--- config.mk ---
export PLATFORM = sky130hd
export DESIGN_NAME = window_pixel_feeder
export DESIGN_NICKNAME = d
export VERILOG_FILES = /design/src/rtl/window_pixel_feeder.sv
export SDC_FILE = /design/constraint.sdc
export NUM_CORES = 1
export LEC_CHECK = 0
export CORE_ASPECT_RATIO = 1.2
export CORE_UTILIZATION = 49
export CTS_BUF_LIST = sky130_fd_sc_hd__clkbuf_16
export CTS_CLUSTER_DIAMETER = 120
export CTS_CLUSTER_SIZE = 28
export DETAILED_ROUTE_END_ITERATION = 6
export PLACE_DENSITY = 0.78
export SLEW_MARGIN = 0
export SYNTH_ARGS = -nofsm -noshare
export SYNTH_HDL_FRONTEND = slang
export SYNTH_SLANG_ARGS = --single-unit
export TNS_END_PERCENT = 10
--- constraint.sdc ---
create_clock -name CLK -period 5.5 [get_ports CLK]
set_clock_uncertainty 0.15 [all_clocks]
set_input_delay 1.375 -clock CLK [delete_from_list [all_inputs] [get_ports CLK]]
set_output_delay 1.375 -clock CLK [all_outputs]
set_load 0.03 [all_outputs]
--- src/rtl/window_pixel_feeder.sv ---
// Walks a WIN x WIN window over a stored frame in raster order and feeds each
// window row, binarised, into the classifier line buffer with a DONE handshake.
module window_pixel_feeder #(
    parameter int IMG_W  = 320,
    parameter int IMG_H  = 240,
    parameter int WIN    = 20,
    parameter int STRIDE = 4,
    parameter int THRESH = 128,
    parameter int MEM_AW = 17
) (
    input  logic              CLK,
    input  logic              RESET,
    input  logic              FRAME_START,
    output logic              MEM_RD,
    output logic [MEM_AW-1:0] MEM_ADDR,
    input  logic [7:0]        MEM_DATA,
    output logic              START,
    output logic              PIX_VALID,
    output logic [8:0]        ADDR,
    output logic [31:0]       BW_out,
    input  logic              DONE,
    output logic [8:0]        WIN_X,
    output logic [8:0]        WIN_Y,
    output logic              BUSY,
    output logic              FRAME_DONE
);

    localparam logic [2:0] ST_IDLE     = 3'd0;
    localparam logic [2:0] ST_READ     = 3'd1;
    localparam logic [2:0] ST_WAIT_ACK = 3'd2;
    localparam logic [2:0] ST_ADVANCE  = 3'd3;
    localparam logic [2:0] ST_FINISH   = 3'd4;

    localparam logic [8:0] WIN_L    = 9'(WIN);
    localparam logic [8:0] LAST_COL = 9'(WIN - 1);
    localparam logic [8:0] STRIDE_L = 9'(STRIDE);
    localparam logic [7:0] THRESH_L = 8'(THRESH);

    logic [2:0]        state_r, state_n;
    logic [8:0]        win_x_r, win_x_n;
    logic [8:0]        win_y_r, win_y_n;
    logic [8:0]        row_r, row_n;
    logic [8:0]        col_r, col_n;
    logic              busy_r, busy_n;
    logic              frame_done_r, frame_done_n;
    logic              issue_s;
    logic [8:0]        issue_col_s;
    logic              issue_first_s;
    logic [MEM_AW-1:0] issue_addr_s;
    logic              pix_bit_s;

    logic              mem_rd_r;
    logic [MEM_AW-1:0] mem_addr_r;
    logic [8:0]        rd_col_r;
    logic              rd_first_r;
    logic              pix_valid_r;
    logic [8:0]        addr_r;
    logic              start_r;
    logic              bw_hold_r;

    // Scan sequencer: next state, window origin, row/column counters, read issue.
    always_comb begin
        state_n      = state_r;
        win_x_n      = win_x_r;
        win_y_n      = win_y_r;
        row_n        = row_r;
        col_n        = col_r;
        busy_n       = busy_r;
        frame_done_n = 1'b0;
        issue_s      = 1'b0;
        issue_col_s  = 9'd0;
        case (state_r)
            ST_IDLE: begin
                if (FRAME_START) begin
                    win_x_n = 9'd0;
                    win_y_n = 9'd0;
                    row_n   = 9'd0;
                    col_n   = 9'd1;
                    busy_n  = 1'b1;
                    issue_s = 1'b1;
                    state_n = ST_READ;
                end else begin
                    state_n = ST_IDLE;
                end
            end
            ST_READ: begin
                if (col_r < WIN_L) begin
                    issue_s     = 1'b1;
                    issue_col_s = col_r;
                    col_n       = col_r + 9'd1;
                end else if (pix_valid_r && (addr_r == LAST_COL)) begin
                    state_n = ST_WAIT_ACK;
                end else begin
                    state_n = ST_READ;
                end
            end
            ST_WAIT_ACK: begin
                if (!DONE) begin
                    state_n = ST_WAIT_ACK;
                end else if ((row_r + 9'd1) < WIN_L) begin
                    row_n   = row_r + 9'd1;
                    col_n   = 9'd1;
                    issue_s = 1'b1;
                    state_n = ST_READ;
                end else begin
                    state_n = ST_ADVANCE;
                end
            end
            ST_ADVANCE: begin
                row_n = 9'd0;
                // The whole-window test is done before stepping so the last
                // origin stays visible on WIN_X/WIN_Y through FINISH.
                if ((int'(win_x_r) + STRIDE + WIN) <= IMG_W) begin
                    win_x_n = win_x_r + STRIDE_L;
                    col_n   = 9'd1;
                    issue_s = 1'b1;
                    state_n = ST_READ;
                end else if ((int'(win_y_r) + STRIDE + WIN) <= IMG_H) begin
                    win_x_n = 9'd0;
                    win_y_n = win_y_r + STRIDE_L;
                    col_n   = 9'd1;
                    issue_s = 1'b1;
                    state_n = ST_READ;
                end else begin
                    busy_n       = 1'b0;
                    frame_done_n = 1'b1;
                    state_n      = ST_FINISH;
                end
            end
            ST_FINISH: begin
                state_n = ST_IDLE;
            end
            default: begin
                busy_n  = 1'b0;
                state_n = ST_IDLE;
            end
        endcase
    end

    // Row-major pixel address of the read being issued, from the next origin/row.
    always_comb begin
        issue_addr_s  = MEM_AW'((int'(win_y_n) + int'(row_n)) * IMG_W
                                + int'(win_x_n) + int'(issue_col_s));
        issue_first_s = issue_s && (issue_col_s == 9'd0) && (row_n == 9'd0);
        pix_bit_s     = (MEM_DATA >= THRESH_L);
    end

    // State, read-request and return-pipeline registers.
    always_ff @(posedge CLK) begin
        if (RESET) begin
            state_r      <= ST_IDLE;
            win_x_r      <= 9'd0;
            win_y_r      <= 9'd0;
            row_r        <= 9'd0;
            col_r        <= 9'd0;
            busy_r       <= 1'b0;
            frame_done_r <= 1'b0;
            mem_rd_r     <= 1'b0;
            mem_addr_r   <= '0;
            rd_col_r     <= 9'd0;
            rd_first_r   <= 1'b0;
            pix_valid_r  <= 1'b0;
            addr_r       <= 9'd0;
            start_r      <= 1'b0;
            bw_hold_r    <= 1'b0;
        end else begin
            state_r      <= state_n;
            win_x_r      <= win_x_n;
            win_y_r      <= win_y_n;
            row_r        <= row_n;
            col_r        <= col_n;
            busy_r       <= busy_n;
            frame_done_r <= frame_done_n;
            mem_rd_r     <= issue_s;
            rd_first_r   <= issue_first_s;
            if (issue_s) begin
                mem_addr_r <= issue_addr_s;
                rd_col_r   <= issue_col_s;
            end
            pix_valid_r <= mem_rd_r;
            start_r     <= mem_rd_r && rd_first_r;
            if (mem_rd_r) begin
                addr_r <= rd_col_r;
            end
            if (pix_valid_r) begin
                bw_hold_r <= pix_bit_s;
            end
        end
    end

    // Memory data arrives in the return cycle itself, so the pixel bit is
    // muxed straight through and only its held copy is registered.
    assign BW_out     = {31'd0, (pix_valid_r ? pix_bit_s : bw_hold_r)};
    assign MEM_RD     = mem_rd_r;
    assign MEM_ADDR   = mem_addr_r;
    assign START      = start_r;
    assign PIX_VALID  = pix_valid_r;
    assign ADDR       = addr_r;
    assign WIN_X      = win_x_r;
    assign WIN_Y      = win_y_r;
    assign BUSY       = busy_r;
    assign FRAME_DONE = frame_done_r;

endmodule

Word level (Yosys, flattened, before mapping)
Index checks and enable logic that the tools add are counted.
W data, S select, Z words.
{"block": "totals", "reg_bits": 81, "out_inout_bits": 81, "word_cells": 101}
{"block": "op_classes", "n_addsub": 11, "n_mul": 1, "magnitude_cmp": 5, "eq_ne": 13, "muxes": 42, "n_bitwise": 2, "n_reduce_logical": 12}
{"operator": "$mux W9", "count": 17}
{"operator": "$pmux W9 S2", "count": 2}
{"operator": "$pmux W9 S4", "count": 1}
{"operator": "$add A17 B9 Y17", "count": 2}
{"operator": "$pmux W9 S3", "count": 1}
{"operator": "$add A10 B5 Y11 const B", "count": 2}
{"operator": "$add A9 B3 Y10 const B", "count": 2}
{"operator": "$add A9 B1 Y9 const B", "count": 2}
{"operator": "$add A9 B3 Y9 const B", "count": 2}
{"operator": "$logic_not A9 Y1", "count": 2}
{"operator": "$lt A9 B5 Y1 const B", "count": 2}
{"operator": "$ne A2 B2 Y1 const B", "count": 7}
{"operator": "$mux W1", "count": 12}
{"operator": "$pmux W3 S4", "count": 1}
{"operator": "$le A11 B8 Y1 const B", "count": 1}
{"operator": "$le A11 B9 Y1 const B", "count": 1}
{"operator": "$mul A10 B3 Y11 const B", "count": 1}
{"operator": "$add A9 B9 Y10", "count": 1}
{"operator": "$eq A9 B5 Y1 const B", "count": 1}
{"operator": "$mux W3", "count": 3}
{"operator": "$ge A8 B8 Y1 const B", "count": 1}
{"operator": "$eq A3 B2 Y1 const B", "count": 2}
{"operator": "$mux W2", "count": 3}
{"operator": "$reduce_and A6 Y1", "count": 1}
{"operator": "11 further kinds", "count": 16}

Longest topological paths before layout
Gate-level depths: netlist of the first run.
{"block": "depth", "word_depth": 10, "depth_mapped": 27, "depth_no_buf": 26}

Least setup slack after synthesis of the first run
No wires, ideal clock.
{"block": "synth_timing", "kind": "input-to-reg", "from": "in DONE", "to": "reg mem_addr_r[16], in the netlist MEM_ADDR[16]", "t_arrival_ns": 5.655, "path_slack_ns": -0.397, "path_stages": 23, "path_buffers": 1, "path_cell_list": "nor4b_2 nand3_1 a211o_1 nand2_1 o21ai_0 ha_1 inv_1 fa_1 inv_1 a21o_1 a41oi_1 nor2b_1 xnor2_1 ha_1 ha_1 clkbuf_1 xor2_1 or3_1 a21boi_0 nand3_1 or3_1 and3_1 nor4_1"}
{"block": "synth_via", "elab_chain_cells": 6, "elab_cells_between_ends": 8}
{"element": "from (decl)", "line": "21", "text": "input logic DONE,"}
{"element": "$mux W9", "line": "98", "text": "if (!DONE) begin"}
{"element": "$pmux W9 S3", "line": "72", "text": "case (state_r)"}
{"element": "named net row_n[0]", "line": "42", "text": "logic [8:0] row_r, row_n;"}
{"element": "$add A9 B9 Y10", "line": "142", "text": "issue_addr_s = MEM_AW'((int'(win_y_n) + int'(row_n)) * IMG_W"}
{"element": "$mul A10 B3 Y11", "line": "142"}
{"element": "$add A17 B9 Y17 (2 in a row)", "line": "143", "text": "+ int'(win_x_n) + int'(issue_col_s));"}
{"element": "to (signal assigned)", "line": "177", "text": "mem_addr_r <= issue_addr_s;"}
{"element": "to (decl)", "line": "53", "text": "logic [MEM_AW-1:0] mem_addr_r;"}
The timed path passes the listed nets, and every way through them passes these cells.
A chain may end at the register's enable or synchronous reset.

Worst setup path in the final report of the first run
{"block": "layout_timing", "from": "in FRAME_START", "to": "reg mem_addr_r[16], in the netlist MEM_ADDR[16]"}
{"block": "layout_via", "elab_chain_cells": 6, "elab_cells_between_ends": 12}
{"element": "from (decl)", "line": "13", "text": "input logic FRAME_START,"}
{"element": "$mux W9", "line": "74", "text": "if (FRAME_START) begin"}
{"element": "$pmux W9 S3", "line": "72"}
{"element": "named net row_n[1]", "line": "42"}
{"element": "$add A9 B9 Y10", "line": "142"}
{"element": "$mul A10 B3 Y11", "line": "142"}
{"element": "$add A17 B9 Y17 (2 in a row)", "line": "143"}
The timed path passes the listed nets, and every way through them passes these cells.

==> impl_metrics.py, run 1 <==
metrics = {
    "clock_network": {
        "path_clk_slew_ps": 70,
        "clockBufferDepth": 2,
        "ctsHtreeMaxLevel": 3,
        "clk_latency_ps": 350,
        "cts_made_buffers": 9,
        "cts_sinks": 81,
        "root_buffer": "clkbuf_16",
        "cts_hold_buf": 0,
        "cts_tree": "yes",
    },
    "detailed_routing": {
        "top_layer_used": "met4",
        "post-route-drc-count": 0,
        "met3_length_microns": 668,
        "wl_met2_microns": 7880,
        "wl_microns": 14900,
        "via_count": 5242,
        "dr.pass1.iters": 5,
        "antenna_left": 0,
        "m1WireLength_microns": 5770,
        "vias_per_cell": 5.64,
        "drt_iter0_drc": 395,
        "wl_per_cell_microns": 16.0,
    },
    "die": {
        "io_pins": 93,
        "num_rows": 41,
        "core-area_sq_um": 10500,
        "start_util_pct": 50.4,
        "die_area_sq_um": 11200,
        "die_y_microns": 116,
        "die_x_microns": 96.9,
    },
    "sta": {
        "setup_slack_ps": -305,
        "setup_viol": 3,
        "maxSlewViolCount": 0,
        "relSlewSlack_pct": 37.6,
        "finalHoldViolCount": 0,
        "max_freq_mhz": 172,
        "rsz0062_at_grt": "true",
        "finalCriticalPeriod_ps": 5810,
        "period_share_pct": 106,
        "worstMarginPinSlew_ps": 936,
    },
    "worst_setup_path": {
        "cpMaxStageDelayCell": "a211o_1",
        "critPathKind": "input port to register",
        "critPathArrivalTime_ps": 5910,
        "crit_top_cell": "a21oi_2",
        "max_stage_delay_ps": 360,
        "crit_path_start_kind": "input port",
        "required_ps": 5610,
        "path_max_fanout": 5,
        "end_kind": "register",
        "path_cells": "clkdlybuf4s15_2 -> nor2b_4 -> nor2_4 -> a211o_1 -> a22oi_2 -> inv_2 -> ha_4 -> a21o_1 -> a21oi_2 -> o21bai_1 -> a21oi_2 -> o21bai_1 -> a21oi_2 -> xnor2_2 -> ha_1 -> ha_4 -> nand3_2 -> o211ai_1 -> nor2_1 -> xnor2_1 -> nand3_1 -> or3_4 -> and3_4 -> nor4_4",
    },
    "logic_synthesis": {
        "yosysWarnings": 0,
        "synthFlopType": "dfxtp_1",
        "ys_top_cells_by_area": "dfxtp_1 31%, ha_1 12%, buf_4 4.8%",
        "synth-edff-count": 0,
        "ys_types": 71,
        "synth_seq_cells": 81,
        "yosysSeqAreaShare_pct": 30.6,
        "netlist_area_sq_um": 5300,
        "synth_top_area_share_pct": 30.6,
        "synthCells": 632,
        "syn-mean-instance-area_sq_um": 8.38,
        "yosysTopAreaCell": "dfxtp_1",
        "synthArstFlopShare_pct": 0,
    },
    "final_layout": {
        "diodes": 0,
        "fillers": 784,
        "final_common_cell": "buf_4",
        "seqCellArea_sq_um": 1620,
        "final_cell_mix": "102 x buf_4, 81 x dfxtp_1, 54 x nor2_1, 54 x nand2_1, 51 x clkdlybuf4s50_1",
        "drive_gt1_share_pct": 24.5,
        "multiInputGateArea_sq_um": 3620,
        "fin_area_sq_um": 7350,
        "finalNetCount": 862,
        "area_growth_pct": 38.8,
        "instances_no_fill": 929,
    },
    "place": {
        "gp_congestion": 0.923,
        "dpl-instance-area_sq_um": 6450,
        "dp_hpwl_microns": 9850,
        "place_ws_ps": -1080,
        "place_inst": 874,
        "numPortBuffers": 54,
    },
    "global_routing": {
        "grt_pass1_vias": 5022,
        "grt_pass1_wl_microns": 23500,
        "grt_overflow": 0,
        "antenna_found_initial": 0,
        "grt_max_degree": 43,
        "track_usage_pct": 26.0,
    },
    "pwr": {
        "sw_frac_of_total_pct": 27.4,
        "vdd_drop_max_uv": 145,
        "p_leak_nw": 3.36,
        "seq_power_share_pct": 41.2,
        "p_comb_share_pct": 13.5,
        "p_per_area_nw_per_um2": 203,
        "p_switching_mw": 0.409,
        "clkPwrFrac_pct": 45.3,
        "power.internal_mw": 1.09,
    },
    "outcome": {
        "status": "finished, violations left",
        "violations": "negative setup slack",
    },
    "run": {
        "cap_violations": 0,
    },
    "hold_path": {
        "hold_class": "register to register",
    },
}
## final timing paths
| kind | start | endpoint | slack (ps) | cells past startpoint |
|---|---|---|---|---|
| worst min register to register | rd_first_r | START | 300 | 1 |
| worst max register to register | row_r[1] | MEM_ADDR[16] | -220 | 26 |
| worst min-delay path | rd_first_r | START | 300 | 1 |
| worst max-delay path | FRAME_START | MEM_ADDR[16] | -310 | 24 |
## timing repair
action	4_1_cts	5_1_grt
endpoints found under the setup margin	6	11
pin swaps	20	29
gates cloned	0	0
setup buffers	35	5
resized for setup	17	48
## critical path: cells and delay by family
kind	cells	cell delay (ps)
xor gates and xnor gates	2	370
and+or+nand+nor	8	1330
buffers and inverters	2	280
adders and majority gates	3	800
AOI/OAI and AO/OA	9	1730
## final cells by class
cell class                 count  area share (%)
multi-input combinational    501            49.2
tap                          129            2.20
inverter                      27            1.38
sequential                    81            22.1
clock inverter                 7            1.46
clock buffer                   9            3.06
timing repair buffer         175            20.6
## power groups by stage
stage | registers [mW] | clock network, mW | logic (mW)
after floorplan | 0.640 | 0 | 0.118
after global placement | 0.627 | 0 | 0.162
after detailed placement | 0.628 | 0 | 0.165
after CTS | 0.615 | 0.683 | 0.184
after global routing | 0.617 | 0.709 | 0.215
final | 0.616 | 0.677 | 0.201
## Yosys cell counts, types with 3 or more instances
library cell and instances:
dfxtp_1 81, nor2_1 55, nand2_1 54, ha_1 49
a21oi_1 48, buf_4 34, inv_1 27, nor2b_1 25
o21ai_0 20, and2_1 19, nand3_1 17, nor3_1 17
clkbuf_1 15, xnor2_1 15, a21o_1 12, mux2i_1 10
xor2_1 10, o31ai_1 7, a211oi_1 6, fa_1 6
a31oi_1 5, buf_2 5, nor3b_1 5, o211ai_1 5
o21bai_1 5, a41oi_1 4, nand2b_1 4, nor4_1 4
o21ai_1 4, or2_2 4, or3_1 4, and3_1 3
o21a_1 3
## layer usage
metal | up-vias | GRT usage, %
met5 | - | 0
met4 | 0 | 11.3
met3 | 51 | 5.13
met2 | 179 | 49.2
met1 | 2518 | 28.2
li1 | 2494 | -
## through the flow
stage / hold WS [ps] / TNS [ps] / utilization, % / power (mW)
floorplan: 256 / -348 / - / 0.758
global placement: 259 / -4260 / 61.4 / 0.788
detailed placement: 291 / -5200 / 61.4 / 0.792
CTS: 304 / -1290 / 67.5 / 1.48
global route: 331 / -2070 / 69.9 / 1.54
finish: 299 / -776 / 69.9 / 1.49
## sequential cells by signal, summed over array words and instances (netlist names), 3 cells and up
signal / count
ADDR: 9
MEM_ADDR: 17
WIN_X: 9
WIN_Y: 9
col_r: 9
rd_col_r: 9
row_r: 9
state_r: 3
## cell families (layout without fill, tap and decap cells)
family,count (synthesis),count (layout),synth area share (%)
simple gates,226,226,22.0
compound gates,148,148,18.5
buf+inv,83,218,8.41
flops,81,81,30.6
fa+ha+maj,55,55,13.8
xor+xnor,25,25,4.13
mux,12,12,2.39
other cells,2,35,0.142
No activity file was read; power rests on OpenSTA's default activity.
==> run 2: changes to the inputs <==
Settings changed: CORE_UTILIZATION 49 to 54, PLACE_DENSITY 0.78 to 0.81.
Clock period 5.5 ns to 6.5 ns, I/O delays scaled along.
==> run 2 against run 1 <==
  * Non-clock buffer count fell by 69
  * Sequential share of layout area rose by 2.5 points
  * Sequential cell count did not move
  * Combinational power fell by 30%
  * Global-route usage fell by 0.34 points
  * Power fell by 19%
  * The flow now finishes without violations
  * Critical path depth rose by 1
  * Clock power fell by 19%
  * Worst hold slack got worse by 17 ps
  * Worst setup slack improved by 640 ps
==> impl_metrics.py, run 2 (synthesis gave the netlist of run 1 again) <==
metrics = {
    "outcome": {
        "status": "complete, no violations",
    },
    "clock_network": {
        "path_clk_slew_ps": 60,
        "clk_latency_ps": 350,
        "clockBufferDepth": 2,
        "cts_tree": "yes",
        "cts_sinks": 81,
        "ctsHtreeMaxLevel": 3,
        "root_buffer": "clkbuf_16",
        "cts_hold_buf": 0,
        "cts_made_buffers": 9,
    },
    "sta": {
        "period_share_pct": 94.9,
        "worstMarginPinSlew_ps": 845,
        "hold_slack_ps": 283,
        "rsz0062_at_grt": "false",
        "max_freq_mhz": 162,
        "finalCriticalPeriod_ps": 6170,
        "finalHoldViolCount": 0,
        "relSlewSlack_pct": 43.7,
        "maxSlewViolCount": 0,
        "setup_viol": 0,
    },
    "hold_path": {
        "whs_path_depth": 1,
        "min-delay-start": "rd_first_r",
        "hold_end": "START",
        "hold_class": "register to register",
    },
    "global_routing": {
        "track_usage_pct": 25.7,
        "use_met1_pct": 29.7,
        "grt_max_degree": 73,
        "grt_overflow": 0,
        "grt_pass1_vias": 4647,
        "met2_usage_pct": 43.9,
        "antenna_found_initial": 0,
        "grt-busiest-layer": "met2",
        "grt_pass1_wl_microns": 21000,
        "grt_use_met3_pct": 5.92,
    },
    "place": {
        "dp_hpwl_microns": 9300,
        "dpl-instance-area_sq_um": 6140,
        "numPortBuffers": 54,
        "gp_congestion": 0.928,
    },
    "worst_setup_path": {
        "path_max_fanout": 8,
        "crit_family": "simple AND/OR/NAND/NOR gates",
        "r2r_setup_slack_ps": 330,
        "critPathArrivalTime_ps": 6280,
        "cpMaxStageDelayCell": "nor4_4",
        "required_ps": 6610,
        "max_stage_delay_ps": 580,
        "rr_endpoint": "MEM_ADDR[16]",
        "worstReg2RegStart": "WIN_X[4]",
        "crit_path_start_kind": "register",
        "critPathKind": "register to register",
        "timing.critical_path.buf_inv": 2,
        "r2r_cells": 25,
        "end_kind": "register",
    },
    "die": {
        "start_util_pct": 55.7,
        "num_rows": 39,
        "die_area_sq_um": 10200,
        "core-area_sq_um": 9520,
        "die_x_microns": 92.4,
        "io_pins": 93,
        "die_y_microns": 110,
    },
    "detailed_routing": {
        "drt_iter0_drc": 333,
        "antenna_left": 0,
        "post-route-drc-count": 0,
        "wl_microns": 13000,
        "dr.pass1.iters": 5,
        "via_count": 4836,
        "wl_per_cell_microns": 15.2,
        "vias_per_cell": 5.66,
    },
    "final_layout": {
        "final_cell_mix": "81 x dfxtp_1, 55 x nor2_1, 54 x nand2_1, 52 x buf_4, 51 x clkdlybuf4s50_1",
        "largest_reg_flops": 17,
        "drive_gt1_share_pct": 14.1,
        "fin_area_sq_um": 6620,
        "diodes": 0,
        "final_common_cell": "dfxtp_1",
        "fillers": 731,
        "finalNetCount": 793,
        "area_growth_pct": 24.9,
    },
    "pwr": {
        "power_mw": 1.21,
        "p_per_area_nw_per_um2": 183,
        "vdd_drop_max_uv": 124,
        "p_leak_nw": 2.99,
    },
    "run": {
        "cap_violations": 0,
    },
}
==> run 2: cell types whose count changed in the layout (fill, tap and decap cells not counted), moves of 5 or more <==
cell / delta
buf_4: -50
nor3b_1: +5
buf_6: -20
nor3b_2: -5
==> run 2: per-layer routing <==
layer / routed length, microns / up-vias
li1: - / 2352
met1: 5420 / 2256
met2: 6410 / 180
met3: 643 / 48
met4: 533 / 0
met5: 0 / -
==> run 2: how the worst max path moves through the flow <==
| stage | startpoint | endpoint | slack, ps | cells past startpoint |
|---|---|---|---|---|
| after global routing | WIN_X[4] | MEM_ADDR[16] | 6 | 25 |
| after floorplan | DONE | MEM_ADDR[16] | 350 | 23 |
| final | WIN_X[4] | MEM_ADDR[16] | 330 | 25 |
| after detailed placement | DONE | MEM_ADDR[16] | -400 | 23 |
| after CTS | DONE | MEM_ADDR[16] | 8 | 24 |
| after global placement | DONE | MEM_ADDR[16] | -240 | 24 |
==> run 2: power breakdown <==
part | switching, mW | internal [mW] | total (mW) | leakage (nW)
Combinational | 0.0942 | 0.0467 | 0.141 | 2.18
Clock | 0.211 | 0.337 | 0.548 | 0.158
Sequential | 0.0126 | 0.508 | 0.521 | 0.656
Total | 0.318 | 0.892 | 1.21 | 2.99
==> run 2: timing repair <==
item / CTS / global route
gates resized for setup: 7 / 19
pin swaps: 5 / 14
gates cloned: 0 / 0
endpoints found under the setup margin: 2 / 3
buffers inserted: 1 / 4
==> run 2: stage by stage <==
step | setup slack [ps] | setup TNS (ps) | util (%) | std cells
after floorplan | 353 | 0 | - | 665
after global placement | -245 | -492 | 64.5 | 833
after detailed placement | -400 | -1080 | 64.5 | 833
after CTS | 7.63 | 0 | 68.2 | 850
after global routing | 5.95 | 0 | 69.5 | 854
final | 332 | 0 | 69.5 | 854
==> run 2: worst register-to-register path: stages (launching register included) <==
cell and delay, ps:
dfxtp_1 460, inv_1 120, ha_1 280, nand2_1 60
nor4_1 50, o221a_2 310, nor4_4 580, nand2b_1 340
o31ai_1 470, ha_1 360, nand3_1 110, nand2_1 60
a41oi_2 190, nor2b_4 190, xnor2_2 140, ha_1 290
ha_4 290, buf_4 130, nand3_1 80, o211ai_1 230
nor2_1 90, xnor2_1 230, nand3_1 120, or3_4 340
and3_1 190, nor4_2 200
==> run 2: area by class of cell <==
class | count | area [sq um] | share of cell area, %
Multi-Input combinational cell | 501 | 3490 | 52.7
Timing Repair Buffer | 106 | 931 | 14.1
Clock buffer | 9 | 225 | 3.40
Tap cell | 123 | 154 | 2.33
Sequential cell | 81 | 1620 | 24.5
Inverter | 27 | 101 | 1.53
Clock inverter | 7 | 93.8 | 1.42
